## src/rtl/iq_pack_buffer_pkg.sv

```systemverilog
// Shared types and constants for the IQ pack buffer: control/flag bundles and
// the widths of the real/imaginary samples and the packed output word.
package iq_package;

    localparam int unsigned IQ_CNT_LEN    = 1024;
    localparam int unsigned IQ_CNT_W      = $clog2(IQ_CNT_LEN) + 1;
    localparam int unsigned IQ_FIFO_DEPTH = 4;
    localparam int unsigned IQ_LEVEL_W    = $clog2(IQ_FIFO_DEPTH) + 1;
    localparam int unsigned IQ_SAMPLE_W   = 16;
    localparam int unsigned IQ_WORD_W     = 32;

    typedef struct packed {
        logic                clear;
        logic                enable;
        logic [IQ_CNT_W-1:0] len;
    } ctrl_iq_t;

    typedef struct packed {
        logic [IQ_CNT_W-1:0]   cnt;
        logic [IQ_LEVEL_W-1:0] level;
        logic                  empty;
        logic                  full;
        logic                  done;
    } flags_iq_t;

endpackage

```

## src/rtl/iq_pack_buffer_fifo.sv

```systemverilog
// Circular word buffer with write/read pointers and an occupancy counter.
// Memory contents survive reset and clear; only the bookkeeping is zeroed.
module iq_fifo #(
    parameter int unsigned DEPTH = 4,
    parameter int unsigned WIDTH = 32
) (
    input  logic                       clk_i,
    input  logic                       rst_i,
    input  logic                       clear_i,
    input  logic                       push_i,
    input  logic [WIDTH-1:0]           wdata_i,
    input  logic                       pop_i,
    output logic [WIDTH-1:0]           rdata_o,
    output logic [$clog2(DEPTH):0]     level_o,
    output logic                       empty_o,
    output logic                       full_o
);

    localparam int unsigned AW = $clog2(DEPTH);
    localparam logic [AW-1:0] PTR_ONE    = 1;
    localparam logic [AW:0]   LEVEL_ONE  = 1;
    localparam logic [AW:0]   LEVEL_FULL = DEPTH[AW:0];

    logic [WIDTH-1:0] mem_q [DEPTH];
    logic [AW-1:0]    wr_ptr_q;
    logic [AW-1:0]    rd_ptr_q;
    logic [AW:0]      level_q;
    logic             do_push;
    logic             do_pop;

    assign full_o  = (level_q == LEVEL_FULL);
    assign empty_o = (level_q == '0);
    assign do_push = push_i & ~full_o;
    assign do_pop  = pop_i & ~empty_o;
    assign rdata_o = mem_q[rd_ptr_q];
    assign level_o = level_q;

    always_ff @(posedge clk_i) begin
        if (do_push) begin
            mem_q[wr_ptr_q] <= wdata_i;
        end
    end

    // Pointers wrap for free because DEPTH is a power of two.
    always_ff @(posedge clk_i) begin
        if (rst_i || clear_i) begin
            wr_ptr_q <= '0;
            rd_ptr_q <= '0;
            level_q  <= '0;
        end else begin
            if (do_push) begin
                wr_ptr_q <= wr_ptr_q + PTR_ONE;
            end
            if (do_pop) begin
                rd_ptr_q <= rd_ptr_q + PTR_ONE;
            end
            case ({do_push, do_pop})
                2'b10:   level_q <= level_q + LEVEL_ONE;
                2'b01:   level_q <= level_q - LEVEL_ONE;
                default: level_q <= level_q;
            endcase
        end
    end

endmodule

```

## src/rtl/iq_pack_buffer.sv

```systemverilog
// Joins the real and imaginary sample streams into packed {im, re} words,
// buffers them, and counts delivered words against a programmed frame length.
module iq_pack_buffer
    import iq_package::*;
#(
    parameter int unsigned FIFO_DEPTH = IQ_FIFO_DEPTH,
    parameter int unsigned CNT_LEN    = IQ_CNT_LEN
) (
    input  logic                     clk_i,
    input  logic                     rst_i,
    input  logic                     re_valid_i,
    input  logic [IQ_SAMPLE_W-1:0]   re_data_i,
    input  logic [IQ_SAMPLE_W/8-1:0] re_strb_i,
    output logic                     re_ready_o,
    input  logic                     im_valid_i,
    input  logic [IQ_SAMPLE_W-1:0]   im_data_i,
    input  logic [IQ_SAMPLE_W/8-1:0] im_strb_i,
    output logic                     im_ready_o,
    output logic                     iq_valid_o,
    output logic [IQ_WORD_W-1:0]     iq_data_o,
    output logic [IQ_WORD_W/8-1:0]   iq_strb_o,
    input  logic                     iq_ready_i,
    input  ctrl_iq_t                 ctrl_i,
    output flags_iq_t                flags_o
);

    localparam int unsigned CNT_W   = $clog2(CNT_LEN) + 1;
    localparam int unsigned LEVEL_W = $clog2(FIFO_DEPTH) + 1;
    localparam logic [CNT_W-1:0] CNT_ONE = 1;

    // valid/ready: a transfer happens on a rising edge where both are high.
    // A source never waits for ready before raising valid and keeps its data
    // stable while valid is high and ready is low.
    logic                 join_ready;
    logic                 pop;
    logic                 fifo_full;
    logic                 fifo_empty;
    logic [LEVEL_W-1:0]   fifo_level;
    logic [IQ_WORD_W-1:0] fifo_rdata;
    logic [CNT_W-1:0]     cnt_q;
    logic                 done_q;
    logic                 frame_end;
    logic                 unused_strb;

    // Both lanes are taken together or not at all, so re/im never slip apart.
    assign join_ready = ctrl_i.enable & ~fifo_full & re_valid_i & im_valid_i;
    assign re_ready_o = join_ready;
    assign im_ready_o = join_ready;

    assign iq_valid_o = ctrl_i.enable & ~fifo_empty;
    assign iq_data_o  = fifo_rdata;
    assign iq_strb_o  = '1;
    assign pop        = iq_valid_o & iq_ready_i;

    assign unused_strb = ^{re_strb_i, im_strb_i};

    iq_fifo #(
        .DEPTH (FIFO_DEPTH),
        .WIDTH (IQ_WORD_W)
    ) u_fifo (
        .clk_i   (clk_i),
        .rst_i   (rst_i),
        .clear_i (ctrl_i.clear),
        .push_i  (join_ready),
        .wdata_i ({im_data_i, re_data_i}),
        .pop_i   (pop),
        .rdata_o (fifo_rdata),
        .level_o (fifo_level),
        .empty_o (fifo_empty),
        .full_o  (fifo_full)
    );

    // A zero length means an unbounded frame: the counter just wraps.
    assign frame_end = (ctrl_i.len != '0) && (cnt_q == ctrl_i.len - CNT_ONE);

    always_ff @(posedge clk_i) begin
        if (rst_i || ctrl_i.clear) begin
            cnt_q  <= '0;
            done_q <= 1'b0;
        end else begin
            done_q <= 1'b0;
            if (pop) begin
                if (frame_end) begin
                    cnt_q  <= '0;
                    done_q <= 1'b1;
                end else begin
                    cnt_q <= cnt_q + CNT_ONE;
                end
            end
        end
    end

    assign flags_o = '{cnt:   cnt_q,
                       level: fifo_level,
                       empty: fifo_empty,
                       full:  fifo_full,
                       done:  done_q};

endmodule

```

## config.mk

```make
export PLATFORM = sky130hd
export DESIGN_NAME = iq_pack_buffer
export DESIGN_NICKNAME = d
export VERILOG_FILES = /design/src/rtl/iq_pack_buffer_pkg.sv /design/src/rtl/iq_pack_buffer_fifo.sv /design/src/rtl/iq_pack_buffer.sv
export SDC_FILE = /design/constraint.sdc
export NUM_CORES = 1
export LEC_CHECK = 0
export CAP_MARGIN = 10
export CORE_AREA = 2 2 116 118
export CTS_CLUSTER_SIZE = 30
export DETAILED_ROUTE_END_ITERATION = 7
export DIE_AREA = 0 0 118 120
export GPL_TIMING_DRIVEN = 0
export MAX_ROUTING_LAYER = met4
export PLACE_DENSITY = 0.69
export SETUP_SLACK_MARGIN = 0.1
export SYNTH_ARGS = -nofsm -noshare
export SYNTH_HDL_FRONTEND = slang
export SYNTH_SLANG_ARGS = --single-unit
```

## constraint.sdc

```tcl
create_clock -name clk_i -period 4.4 [get_ports clk_i]
set_clock_uncertainty 0.05 [all_clocks]
set_input_delay 1.32 -clock clk_i [delete_from_list [all_inputs] [get_ports clk_i]]
set_output_delay 1.32 -clock clk_i [all_outputs]
set_load 0.005 [all_outputs]
```

==> results.py <==
metrics = {
    "hold_path": {
        "hold_path.class": "reg2reg",
        "holdPathStages": 2,
    },
    "logic_synthesis": {
        "ys_ff_latch": 149,
        "synth-edff-count": 128,
        "ys_warn_count": 0,
        "synth_largest_area_cell": "edfxtp_1",
        "synth.most_common_cell": "edfxtp_1",
        "synth_ff_type": "edfxtp_1",
        "synth.avg_cell_area_um2": 18.0,
        "synth_area_um2": 6100,
        "ys_types": 45,
        "syn_inst": 338,
        "ys_seq_area_share_pct": 69.9,
        "ys_top_cells_by_count": "edfxtp_1 (128), mux4_2 (32), dfxtp_1 (21), nor2_1 (18), xnor2_1 (15)",
        "yosys-top-cells-area": "edfxtp_1 (63%), mux4_2 (12%), dfxtp_1 (6.9%)",
        "async_flop_share_pct": 0,
        "synth_top_area_share_pct": 63.0,
    },
    "run": {
        "maxCapViolations": 0,
    },
    "global_routing": {
        "grt_max_degree": 33,
        "antenna_found_initial": 0,
        "grt-ovfl-total": 0,
        "grt_pass1_vias": 3510,
        "track_usage_pct": 17.2,
        "grt_pass1_wl_mm": 17.9,
    },
    "cells_and_area": {
        "area_delta_synth_final_pct": 31.8,
        "drive_gt1_share_pct": 20.2,
        "fill_cells": 976,
        "nets": 526,
        "final_cells": 652,
        "antenna_cells": 0,
        "fin_util_pct": 61.9,
    },
    "timing": {
        "clock.fmax_ghz": 0.242,
        "tightestPinTransition_ns": 0.870,
        "relSlewSlack_pct": 42.0,
        "period_minus_slack_ns": 4.14,
        "rsz0062_at_grt": "no",
        "setup_ws_ns": 0.261,
        "setup_viol": 0,
        "finalHoldViolCount": 0,
        "maxSlewViolCount": 0,
        "min_period_over_period_pct": 94.1,
        "hold_slack_ns": 0.486,
    },
    "placed_design": {
        "gp_congestion": 0.821,
        "dp_hpwl_mm": 7.44,
        "placedCellCount": 620,
        "place_ws_ns": -0.00349,
        "port_buffers": 101,
    },
    "setup_path": {
        "critPathMaxStageDelay_ns": 0.50,
        "worstSetupPathType": "in2out",
        "crit_path_start": "ctrl_i[11]",
        "crit_cells": 5,
        "worstSetupEndpointType": "output port",
        "worst_path_max_delay_cell": "clkdlybuf4s50_1",
        "crit_required_ns": 3.03,
        "cpMostUsedCell": "clkdlybuf4s50_1",
        "critPathTopFamily": "buffers and inverters",
        "ff2ff_setup_slack_ns": 1.88,
        "critPathLaunchType": "input pin",
        "arrival_ns": 2.77,
        "crit_path_end": "re_ready_o",
        "worstRegToRegCells": 8,
        "cp_max_fo": 9,
        "r2r_start": "u_fifo.level_o[0]$_SDFFE_PP0P_",
        "r2r_end": "u_fifo.level_o[2]$_SDFFE_PP0P_",
        "crit_chain": "clkdlybuf4s50_1 -> nand3_1 -> nor2_4 -> buf_4 -> clkdlybuf4s50_1",
        "worst-path-buf-inv": 3,
    },
    "drt": {
        "viasPerCell": 5.16,
        "drt_pass1_iterations": 6,
        "drc": 0,
        "dr_total_vias": 3366,
        "drt_iter0_drc": 202,
        "routedWlPerCell_um": 17.1,
        "antenna_left": 0,
        "routed_wl_mm": 11.1,
    },
    "die": {
        "core_area_um2": 13000,
        "die_y_um": 120,
        "start_util_pct": 47.0,
        "die_area_um2": 14200,
        "fp.dieW_um": 118,
        "rows": 42,
        "ios": 110,
    },
    "pwr": {
        "report.power.total_uw": 3220,
        "leakage_uw": 0.00257,
        "peakVddDrop_v": 0.000277,
        "power.density_nw_per_um2": 401,
    },
    "clock_network": {
        "cts_buffers": 17,
        "post-cts-setup-buffers": 0,
        "cts_tree": "done",
        "path_clk_slew_ns": 0.06,
        "clock-root-buffer": "clkbuf_16",
        "h-tree-depth": 4,
        "clock_latency_ns": 0.41,
        "clk_path_buf_depth": 2,
        "clock-sinks": 149,
    },
    "status": {
        "status": "complete, no violations",
    },
}
## flip-flops by register name (all words and copies together), names as in the netlist, named ones only
name,flops
cnt_q,11
done_q,1
u_fifo.level_o,3
u_fifo.mem_q,128
u_fifo.rd_ptr_q,2
u_fifo.wr_ptr_q,2
## power breakdown
part           internal, uW  total, uW  switching [uW]
clock                  1010       1540             527
sequential             1540       1550            2.83
combinational          81.5        139            57.6
## routing by layer
| layer | vias to the layer above | part of all wire [%] | global-route usage [%] |
|---|---|---|---|
| met4 | 0 | 1.3 | 6.17 |
| met3 | 14 | 4.9 | 5.13 |
| li1 | 1559 | - | - |
| met5 | - | 0 | - |
| met1 | 1696 | 43 | 19.8 |
| met2 | 97 | 51 | 29.0 |
## stage by stage
step | area (um^2) | setup TNS (ns)
after global routing | 8040 | 0
after floorplan | 6110 | 0
after detailed placement | 7390 | -0.00349
final | 8040 | 0
after CTS | 8030 | 0
after global placement | 7340 | 0
## worst min path at each step
stage                                          from  slack (ns)                              end
floorplan           u_fifo.rd_ptr_q[1]$_SDFFE_PP0P_        0.43                             flop
global placement     u_fifo.level_o[2]$_SDFFE_PP0P_        0.45   u_fifo.level_o[2]$_SDFFE_PP0P_
detailed placement  u_fifo.rd_ptr_q[1]$_SDFFE_PP0P_        0.48  u_fifo.rd_ptr_q[1]$_SDFFE_PP0P_
CTS                  u_fifo.level_o[2]$_SDFFE_PP0P_        0.49   u_fifo.level_o[2]$_SDFFE_PP0P_
global route         u_fifo.level_o[2]$_SDFFE_PP0P_        0.51   u_fifo.level_o[2]$_SDFFE_PP0P_
finish               u_fifo.level_o[2]$_SDFFE_PP0P_        0.49   u_fifo.level_o[2]$_SDFFE_PP0P_
## worst min-delay path, delay by kind of cell, from the launching register on
family	cells	cell delay [ns]
compound gates	2	0.15
flops	1	0.34
## layout by cell type, fill, tap and decap left out, types with 2 or more instances in the layout
cell | Yosys | final
o21ai_0 | 3 | 3
ha_1 | 8 | 8
nand2_1 | 7 | 7
buf_12 | 0 | 2
buf_4 | 8 | 8
nand3_1 | 4 | 4
nor4b_1 | 2 | 2
or3_1 | 3 | 3
inv_1 | 10 | 10
nor2b_1 | 2 | 2
nand4_1 | 5 | 5
mux2i_1 | 5 | 5
bufinv_16 | 0 | 5
clkinv_4 | 0 | 2
dfxtp_1 | 21 | 21
clkbuf_1 | 7 | 10
a21oi_1 | 3 | 3
and2_2 | 0 | 4
nor3_2 | 9 | 9
nor2_1 | 18 | 17
xor2_1 | 12 | 12
edfxtp_1 | 128 | 128
clkinvlp_4 | 0 | 2
clkinv_2 | 0 | 2
clkdlybuf4s50_1 | 0 | 101
conb_1 | 1 | 4
nor3_1 | 4 | 4
a31oi_1 | 2 | 2
and3_1 | 2 | 2
clkbuf_2 | 0 | 3
xnor2_1 | 15 | 15
mux4_2 | 32 | 32
clkbuf_16 | 0 | 17
## timing repair
item	4_1_cts	5_1_grt
gates resized for setup	1	7
endpoints found under the setup margin	2	27
hold buffers	0	0
## cells by family after synthesis
family                   count (synthesis)  share of synthesized area, %
AO/OA/AOI/OAI                           14                          1.58
adder cells (fa/ha/maj)                  9                          1.97
buffers and inverters                   30                          2.46
AND/OR/NAND/NOR                         71                          7.49
other                                    1                        0.0615
XOR/XNOR                                27                          3.88
multiplexers                            37                          12.6
flip-flops                             149                          69.9
## final cells by class
type / count / area, um^2 / share of cell area [%]
inverter: 10 / 37.5 / 0.467
clock buffer: 20 / 437 / 5.43
clock inverter: 12 / 204 / 2.54
multi-input combinational: 162 / 1710 / 21.2
buffer: 20 / 116 / 1.45
timing repair buffer: 103 / 1050 / 13.1
tap: 176 / 220 / 2.74
sequential: 149 / 4260 / 53.1
(Power assumes the default switching activity.)
